[src/rtl/alu.sv]
// =============================================================================
// Module   : alu
// Summary  : 8-bit, 16-operation ALU with registered result and carry/zero
//            flags. Define ALU_NEG_OVF_FLAGS_EN to add flag_neg/flag_ovf.
// Revision : 1.0  initial release
// =============================================================================
`default_nettype none

module alu #(
   parameter int WIDTH = 8
) (
   input  logic             clk,
   input  logic             reset,
   input  logic [WIDTH-1:0] in_a,
   input  logic [WIDTH-1:0] in_b,
   input  logic [3:0]       mode,
   input  logic             ee,
   input  logic             eo,
   output logic [WIDTH-1:0] out,
   output logic             flag_carry,
   output logic             flag_zero
`ifdef ALU_NEG_OVF_FLAGS_EN
   ,
   output logic             flag_neg,
   output logic             flag_ovf
`endif
);

   localparam int         c_HALF = WIDTH / 2;

   localparam logic [3:0] c_ADD  = 4'b0000;
   localparam logic [3:0] c_SUB  = 4'b0001;
   localparam logic [3:0] c_AND  = 4'b0010;
   localparam logic [3:0] c_OR   = 4'b0011;
   localparam logic [3:0] c_XOR  = 4'b0100;
   localparam logic [3:0] c_NOT  = 4'b0101;
   localparam logic [3:0] c_INC  = 4'b0110;
   localparam logic [3:0] c_DEC  = 4'b0111;
   localparam logic [3:0] c_SHL  = 4'b1000;
   localparam logic [3:0] c_SHR  = 4'b1001;
   localparam logic [3:0] c_ROL  = 4'b1010;
   localparam logic [3:0] c_ROR  = 4'b1011;
   localparam logic [3:0] c_CMP  = 4'b1100;
   localparam logic [3:0] c_MLO  = 4'b1101;
   localparam logic [3:0] c_MHI  = 4'b1110;
   localparam logic [3:0] c_SQRT = 4'b1111;

   localparam logic [WIDTH-1:0] c_ONE = {{(WIDTH-1){1'b0}}, 1'b1};
   localparam logic [WIDTH-1:0] c_ALL = {WIDTH{1'b1}};

   logic [WIDTH-1:0]   r_result;
   logic [WIDTH:0]     w_sum;
   logic [WIDTH:0]     w_diff;
   logic [2*WIDTH-1:0] w_prod;
   logic               w_prod_hi_nz;
   logic [c_HALF-1:0]  w_root;
   logic [c_HALF-1:0]  w_trial;
   logic [WIDTH-1:0]   w_trial_sq;
   logic [WIDTH-1:0]   w_root_sq;
   logic [WIDTH-1:0]   w_res;
   logic               w_carry;
   logic               w_zero;
`ifdef ALU_NEG_OVF_FLAGS_EN
   logic               w_ovf;
`endif

   assign w_sum        = {1'b0, in_a} + {1'b0, in_b};
   assign w_diff       = {1'b0, in_a} - {1'b0, in_b};
   assign w_prod       = {{WIDTH{1'b0}}, in_a} * {{WIDTH{1'b0}}, in_b};
   assign w_prod_hi_nz = (w_prod[2*WIDTH-1:WIDTH] != '0);

   // Restoring square root: try each root bit from MSB down, keep it if the
   // trial square still fits under in_a.
   always_comb begin
      w_root     = '0;
      w_trial    = '0;
      w_trial_sq = '0;
      for (int i = c_HALF - 1; i >= 0; i--) begin
         w_trial    = w_root;
         w_trial[i] = 1'b1;
         w_trial_sq = {{c_HALF{1'b0}}, w_trial} * {{c_HALF{1'b0}}, w_trial};
         if (w_trial_sq <= in_a) begin
            w_root = w_trial;
         end
      end
      w_root_sq = {{c_HALF{1'b0}}, w_root} * {{c_HALF{1'b0}}, w_root};
   end

   always_comb begin
      w_res   = '0;
      w_carry = 1'b0;
      case (mode)
         c_ADD:  begin w_res = w_sum[WIDTH-1:0];  w_carry = w_sum[WIDTH];  end
         c_SUB:  begin w_res = w_diff[WIDTH-1:0]; w_carry = w_diff[WIDTH]; end
         c_AND:  w_res = in_a & in_b;
         c_OR:   w_res = in_a | in_b;
         c_XOR:  w_res = in_a ^ in_b;
         c_NOT:  w_res = ~in_a;
         c_INC:  begin w_res = in_a + c_ONE; w_carry = (in_a == c_ALL); end
         c_DEC:  begin w_res = in_a - c_ONE; w_carry = (in_a == '0);    end
         c_SHL:  begin w_res = {in_a[WIDTH-2:0], 1'b0};        w_carry = in_a[WIDTH-1]; end
         c_SHR:  begin w_res = {1'b0, in_a[WIDTH-1:1]};        w_carry = in_a[0];       end
         c_ROL:  begin w_res = {in_a[WIDTH-2:0], in_a[WIDTH-1]}; w_carry = in_a[WIDTH-1]; end
         c_ROR:  begin w_res = {in_a[0], in_a[WIDTH-1:1]};     w_carry = in_a[0];       end
         c_CMP:  begin w_res = in_a; w_carry = w_diff[WIDTH]; end
         c_MLO:  begin w_res = w_prod[WIDTH-1:0];       w_carry = w_prod_hi_nz; end
         c_MHI:  begin w_res = w_prod[2*WIDTH-1:WIDTH]; w_carry = w_prod_hi_nz; end
         c_SQRT: begin
            w_res   = {{(WIDTH-c_HALF){1'b0}}, w_root};
            w_carry = (w_root_sq != in_a);
         end
         default: begin w_res = '0; w_carry = 1'b0; end
      endcase
      // CMP reports equality rather than a zero result
      w_zero = (mode == c_CMP) ? (in_a == in_b) : (w_res == '0);
   end

`ifdef ALU_NEG_OVF_FLAGS_EN
   always_comb begin
      w_ovf = 1'b0;
      case (mode)
         c_ADD:   w_ovf = (in_a[WIDTH-1] == in_b[WIDTH-1]) && (w_res[WIDTH-1] != in_a[WIDTH-1]);
         c_SUB:   w_ovf = (in_a[WIDTH-1] != in_b[WIDTH-1]) && (w_res[WIDTH-1] != in_a[WIDTH-1]);
         c_INC:   w_ovf = (in_a == {1'b0, {(WIDTH-1){1'b1}}});
         c_DEC:   w_ovf = (in_a == {1'b1, {(WIDTH-1){1'b0}}});
         default: w_ovf = 1'b0;
      endcase
   end
`endif

   always_ff @(posedge clk) begin
      if (!reset) begin
         r_result   <= '0;
         flag_carry <= 1'b0;
         flag_zero  <= 1'b0;
`ifdef ALU_NEG_OVF_FLAGS_EN
         flag_neg   <= 1'b0;
         flag_ovf   <= 1'b0;
`endif
      end else if (ee) begin
         r_result   <= w_res;
         flag_carry <= w_carry;
         flag_zero  <= w_zero;
`ifdef ALU_NEG_OVF_FLAGS_EN
         flag_neg   <= w_res[WIDTH-1];
         flag_ovf   <= w_ovf;
`endif
      end
   end

   assign out = eo ? r_result : '0;

endmodule

`default_nettype wire

[config.mk]
export PLATFORM = sky130hd
export DESIGN_NAME = alu
export DESIGN_NICKNAME = d
export VERILOG_FILES = /design/src/rtl/alu.sv
export SDC_FILE = /design/constraint.sdc
export NUM_CORES = 1
export LEC_CHECK = 0
export CAP_MARGIN = 25
export CORE_MARGIN = 2
export CORE_UTILIZATION = 35
export CTS_CLUSTER_DIAMETER = 80
export DETAILED_ROUTE_END_ITERATION = 12
export GPL_ROUTABILITY_DRIVEN = 1
export GPL_TIMING_DRIVEN = 0
export SYNTH_ARGS = -nofsm -noshare
export SYNTH_HDL_FRONTEND = slang
export SYNTH_SLANG_ARGS = --single-unit
[constraint.sdc]
create_clock -name clk -period 10.73 [get_ports clk]
set_input_delay 2.146 -clock clk [delete_from_list [all_inputs] [get_ports clk]]
set_output_delay 2.146 -clock clk [all_outputs]
set_load 0.02 [all_outputs]
==> metrics.csv <==
metric,value,unit
Worst-Margin Slew,1.06,ns
unrepaired setup endpoints after global routing,false,
Detail Route Antenna Nets,0,
grt ovf,0,
hold path cells,1,
"Slew Viols, Final",0,
Worst IR Drop VDD,49.2,uV
relative slew slack,0.278,
"Cell Area, Synth",0.00542,mm^2
final hold slack,0.464,ns
max incr delay on CP,0.63,ns
Critical Path AT,10.47,ns
"Top FF cell, synth",dfxtp_1,
design area,0.00607,mm^2
antenna violations before repair,0,
Crit Path Max Fanout,10,
DR vias,5436,
Routability Congestion,0.990,
DR vias/cell,5.84,
Post-Route Skew,0,ns
endpoints failing setup,0,
Ys Warns,0,
PnR Total Power,0.725,mW
first-iteration detailed-routing DRC count,545,
Die X-Extent,128,um
nets,900,
Crit-path slowest cell,clkdlybuf4s50_1,
Worst-Skew Late Latency,0.23,ns
hold path startpoint,r_result[7]$_SDFFE_PN0P_,
final hold violation count,0,
DIE AREA,0.0165,mm^2
DRT Pass-1 Iters,5,
crit path time final,10.37,ns
fmax,0.0964,GHz
hold path endpoint,r_result[7]$_SDFFE_PN0P_,
placed cell areas,0.00597,mm^2
syn_area_per_cell,7.66,um^2
fin crit share,0.966,
CTS Buf Count,3,
drt wl/cell,19.9,um
r2r startpoint,flag_zero$_SDFFE_PN0P_,
routed wire length,18500,um
Reg2Reg Capture Point,flag_zero$_SDFFE_PN0P_,
H-tree depth,1,
sequential share of the synthesized area,0.0369,
CTS Buffer Depth,2,
Post-synth EDFFs,0,
CTS Sinks,10,
I/O Pins,34,
row cnt,45,
CTS tree,yes,
PD cells,119,mW/mm^2
Worst Setup Path Type,in -> reg,
vias in the first global route,5117,
Crit. End Element,register,
outcome,"finished, final reports clean",
Syn Nets,863,
dpl cells,928,
P&R area growth vs syn,11.9,%
layout cells sized above 1,0.0525,
DP Wirelength,15000,um
GRT Util Overall,0.226,
first-pass GRT wire length,29100,um
Initial Utilization,0.358,
Reg2Reg Depth,3,
Post-route DRC,0,
MaxCap Viol Count,0,
R2R setup slack,9.91,ns
Vert. Die Dim,128,um
core area,0.0151,mm^2
"FF+latch count, synth",10,
final core utilization,0.401,
largest net degree at the start of global routing,11,
Hold Crit Class,reg -> reg,
diodes inserted,0,
Finished Layout Cells,931,
Setup crit start kind,primary input,
Root Driver,clkbuf_16,
CTS Hold Bufs,0,
"Clk pin slew, worst setup/hold paths",0.04,ns
Mapped Cells,708,
most frequent CP cell,ha_1,
library cells used by synthesis,86,
async set-reset flop share out of synthesis,0,
IO buf count,31,
CP required,10.84,ns
P_leak,2.83,nW
## timing repair
item	in CTS	in global routing
endpoints found under the setup margin	1	1
buffers inserted	0	0
resized for setup	2	6
pin swaps	0	0
## synth_stat cells, types with 6 or more instances
| library cell | number | area share |
|---|---|---|
| and2_1 | 10 | 0.012 |
| nand3_1 | 12 | 0.011 |
| a31oi_1 | 7 | 0.0081 |
| nand2_1 | 60 | 0.042 |
| nand2b_1 | 9 | 0.010 |
| and3_1 | 6 | 0.0069 |
| a211oi_1 | 6 | 0.0083 |
| o221ai_1 | 9 | 0.015 |
| xnor2_1 | 21 | 0.034 |
| xor2_1 | 12 | 0.019 |
| o21ai_0 | 27 | 0.025 |
| buf_2 | 8 | 0.0074 |
| clkbuf_1 | 13 | 0.0090 |
| nor2b_1 | 13 | 0.015 |
| fa_1 | 42 | 0.16 |
| inv_1 | 86 | 0.060 |
| o211ai_1 | 6 | 0.0083 |
| o22ai_1 | 8 | 0.0092 |
| a21oi_1 | 32 | 0.030 |
| ha_1 | 89 | 0.21 |
| nor2_1 | 70 | 0.048 |
| a21o_1 | 8 | 0.011 |
| dfxtp_1 | 10 | 0.037 |
| nor3_1 | 20 | 0.018 |
| mux2i_1 | 9 | 0.017 |
## metal layers
metal | wire length, um | GRT usage | up-vias
li1 | - | - | 2569
met1 | 8340 | 0.329 | 2544
met2 | 7910 | 0.346 | 284
met3 | 1680 | 0.0366 | 39
met4 | 588 | 0.0595 | 0
met5 | 0 | 0 | -
## placed cells by master (no fill, tap or decap), types with 7 or more instances in the layout
master / instances
ha_1: 89
inv_1: 86
nor2_1: 69
nand2_1: 60
fa_1: 42
a21oi_1: 31
clkdlybuf4s50_1: 31
o21ai_0: 26
xnor2_1: 21
nor3_1: 20
clkbuf_1: 13
nor2b_1: 13
xor2_1: 12
nand3_1: 12
and2_1: 10
dfxtp_1: 10
nand2b_1: 9
o221ai_1: 9
mux2i_1: 9
buf_2: 8
a21o_1: 8
o22ai_1: 8
a31oi_1: 7
## where the power goes
| part | switching (mW) | total, mW | internal (mW) |
|---|---|---|---|
| combinational | 0.369 | 0.618 | 0.249 |
| sequential | 0.00141 | 0.0424 | 0.0410 |
| clock | 0.0157 | 0.0638 | 0.0482 |
## metrics by stage
stage / TNS, ns / setup slack [ns]
2_1_floorplan: 0 / 1.47
3_3_place_gp: -0.935 / -0.935
3_5_place_dp: -0.643 / -0.643
4_1_cts: 0 / 0.0267
5_1_grt: 0 / 0.0151
6_report: 0 / 0.361
## worst max path at each step
stage	start	endpoint	slack, ns	cells past startpoint
2_1_floorplan	in_a[7]	flag_carry$_SDFFE_PN0P_	1.47	33
3_3_place_gp	in_a[7]	flag_carry$_SDFFE_PN0P_	-0.93	34
3_5_place_dp	in_a[7]	flag_carry$_SDFFE_PN0P_	-0.64	36
4_1_cts	in_a[7]	flag_carry$_SDFFE_PN0P_	0.03	36
5_1_grt	in_a[7]	flag_carry$_SDFFE_PN0P_	0.02	36
6_report	in_a[7]	flag_carry$_SDFFE_PN0P_	0.36	36
## sequential cells by signal, indices dropped and copies added (netlist names)
register / flops
r_result: 8
flag_carry: 1
flag_zero: 1
## critical path, delay by kind of cell
| kind | cells | cell delay (ns) |
|---|---|---|
| adders and majority gates | 9 | 2.76 |
| AOI/OAI and AO/OA | 9 | 2.33 |
| buffers and inverters | 5 | 1.41 |
| and+or+nand+nor | 8 | 1.01 |
| xor gates and xnor gates | 5 | 0.81 |
## area by class of cell
cell class	instances	area, um^2
Timing Repair Buffer	32	315
Fill cell	1573	9080
Clock buffer	3	75.1
Inverter	89	334
Multi-Input combinational cell	582	4770
Sequential cell	10	200
Buffer	27	139
Tap cell	188	235
## cells by family after synthesis
family	count (synthesis)	synth area share
compound gates	166	0.222
xor+xnor	33	0.0533
fa+ha+maj	131	0.360
buf+inv	116	0.0868
flops	10	0.0369
mux	11	0.0208
simple gates	241	0.220
(Power assumes the default switching activity.)
==> edit 1 (same flow settings) <==
Set the parameter `WIDTH` to 9 (it was 8).
--- a/src/rtl/alu.sv
+++ b/src/rtl/alu.sv
@@ -7,7 +7,7 @@
 `default_nettype none
 
 module alu #(
-   parameter int WIDTH = 8
+   parameter int WIDTH = 9
 ) (
    input  logic             clk,
    input  logic             reset,
Interface: changed (resized in_a, in_b and out); port bits go from 34 to 37. The function was not compared with the original's and may differ.
==> edit 1 against the original RTL <==
  * Final area up 19%
  * Core utilization is 0.48 points higher
  * Count of clock-buffer cells in the layout rose by 1
  * Critical endpoint unchanged
  * Power rose by 34%
  * Setup slack gained 0.031 ns
  * First-iteration DRC count grew 3.9%
  * Non-clock buffer count grew 29
  * Area after synthesis up 17%
  * Sequential cell count increased by 1
  * Wire length grew 23%
==> edit 1: results <==
cells_and_area:
  drive_gt1_share_pct: 6.84
  nFillCells: 1850
  clk_share_pct: 1.09
  final.clkbuf_count: 4
  multi_input_area_mm2: 0.00560
  nonClkBufAreaFrac_pct: 8.58
  largestRegisters: "r_result: 9 flops, flag_carry: 1 flops, flag_zero: 1 flops"
  register_area_um2: 220
  layout.nets: 1070
  n_all_buffers: 88
synth:
  syn-cell-area_mm2: 0.00634
  syn_nets: 1016
  synth_compound_area_share_pct: 21.6
  netlist_top_cells_count: "inv_1, ha_1, nand2_1"
  seq_area_frac_synth_pct: 3.47
  yosys-mux-area-fraction_pct: 2.15
  synthXorXnorAreaFrac_pct: 5.25
  synth_cell_types: 73
  ys_top_cells_by_area: "ha_1, fa_1, inv_1"
  synth.top_cell.area_share_pct: 18.8
power:
  internal-power_mw: 0.426
  leakage_nw: 3.29
  comb_power_mw: 0.855
  p_per_area_mw_per_mm2: 134
route:
  drt-initial-drc-count: 566
  vias: 6471
  dr.pass1.iters: 7
place:
  dpl.hpwl_mm: 18.3
  io_buffer_count: 36
  postPlaceCellArea_mm2: 0.00699
  place_ws_ns: -1.71
status:
  status: "finished, final reports clean"
timing:
  worstMarginPinSlew_ns: 0.973
  fin_crit_ns: 10.34
  holdWs_ns: 0.457
worst_setup_path:
  rr_worst_depth: 6
  cp.arrival_ns: 10.44
  cp_top_family: "compound AO/OA/AOI/OAI gates"
  critPathLaunch: "in_a[2]"
  r2r_slack_ns: 9.08
global_routing:
  grt_pass1_wl_mm: 36.1
## edit 1: changes by cell type after synthesis, moves of 7 or more
| cell | change |
|---|---|
| a211o_1 | +7 |
| a211oi_1 | +11 |
| clkbuf_1 | +12 |
| fa_1 | +14 |
| inv_1 | +20 |
| nand2_1 | +29 |
| nor2_1 | +11 |
| o21ai_0 | -10 |
| o21ai_1 | +10 |
| o221ai_1 | -7 |
| xnor2_1 | +7 |
## edit 1: timing repair
item | in CTS | in global routing
endpoints found under the setup margin | 1 | 1
pin swaps | 3 | 5
setup buffers | 4 | 9
resized for setup | 18 | 22
## edit 1: layer usage
| layer | track usage [%] | wire length, µm |
|---|---|---|
| met5 | 0 | 0 |
| met4 | 8.81 | 855 |
| met3 | 4.01 | 1930 |
| met1 | 32.4 | 9880 |
| met2 | 37.2 | 10000 |
==> edit 2 (same settings) <==
Made on the original files. Remove the case item `c_INC` of the case on `mode`.
--- a/src/rtl/alu.sv
+++ b/src/rtl/alu.sv
@@ -96,7 +96,6 @@
          c_OR:   w_res = in_a | in_b;
          c_XOR:  w_res = in_a ^ in_b;
          c_NOT:  w_res = ~in_a;
-         c_INC:  begin w_res = in_a + c_ONE; w_carry = (in_a == c_ALL); end
          c_DEC:  begin w_res = in_a - c_ONE; w_carry = (in_a == '0);    end
          c_SHL:  begin w_res = {in_a[WIDTH-2:0], 1'b0};        w_carry = in_a[WIDTH-1]; end
          c_SHR:  begin w_res = {1'b0, in_a[WIDTH-1:1]};        w_carry = in_a[0];       end
Behaviour: not the same (a bounded check fails within 4 cycles, from zero or initial values and one cycle with reset low).
==> edit 2 against the original RTL <==
  * Sequential cell count unchanged
  * Power increased by 5.0%
  * Via count increased by 0.70%
  * Setup slack improved by 0.31 ns
  * Area after synthesis decreased by 1.6%
  * Clock power increased by 15%
  * First-iteration DRC count increased by 26%
  * Wire length decreased by 0.49%
  * Final area decreased by 1.0%
  * Combinational power increased by 4.4%
  * Core utilization decreased by 0.11 points
  * Synthesized cell count decreased by 0.99%
  * Highest routed layer unchanged
==> edit 2: results <==
status:
  status: "finished, final reports clean"
place:
  io_buffer_count: 30
  place_ws_ns: -0.365
  dp.cells: 919
cells_and_area:
  multi_input_gates: 565
  n_all_buffers: 67
  layout.nets: 889
  utilization_pct: 40.0
  drive_gt1_share_pct: 5.70
  inverters_excl_clock: 91
  nFillCells: 1582
  final_cells: 925
timing:
  holdWs_ns: 0.476
synth:
  synthAdderAreaFrac_pct: 35.6
  synthXorXnorAreaFrac_pct: 4.60
  syn_nets: 852
  yosys-mux-area-fraction_pct: 1.50
  seq_area_frac_synth_pct: 3.75
  ys_top_cells_by_area: "ha_1, fa_1, inv_1"
global_routing:
  grt_pass1_wl_mm: 29.2
  grt_max_degree: 14
  met3_usage_pct: 2.22
  track_usage_pct: 22.9
  grt_use_met2_pct: 36.7
route:
  drt-met1-wl_mm: 8.13
  drt-initial-drc-count: 687
  vias: 5474
  drt_wl_total_mm: 18.4
worst_setup_path:
  cp.arrival_ns: 10.15
  r2r_slack_ns: 9.59
power:
  power_switching_share_pct: 53.7
hold_path:
  holdPathEnd: "r_result[4]"
  hold_path_depth: 2
-- edit 2: cell count changes after synthesis, sizes merged, moves of 4 or more --
cell    unedited run  this run
and3               8         2
nor3              20        13
nor3b              1         5
a31oi              7         3
o221ai             9         1
xor2              12         8
buf               13        23
a32oi              1         6
nand2b            11         7
and2              10        14
nor2              70        62
o21bai             2         6
a22oi              4         8
nor4               5        10
-- edit 2: power groups by stage --
| stage | registers (mW) | clock network, mW | logic (mW) |
|---|---|---|---|
| global placement | 0.0430 | 0 | 0.629 |
| detailed placement | 0.0431 | 0 | 0.631 |
| CTS | 0.0425 | 0.0735 | 0.636 |
| global route | 0.0428 | 0.0773 | 0.724 |
| floorplan | 0.0430 | 0 | 0.462 |
| finish | 0.0424 | 0.0731 | 0.645 |
-- edit 2: tightest hold or removal path, stage by stage, from the launching register on --
cell	delay [ns]
dfxtp_1	0.30
nor2_1	0.08
nor3b_1	0.05
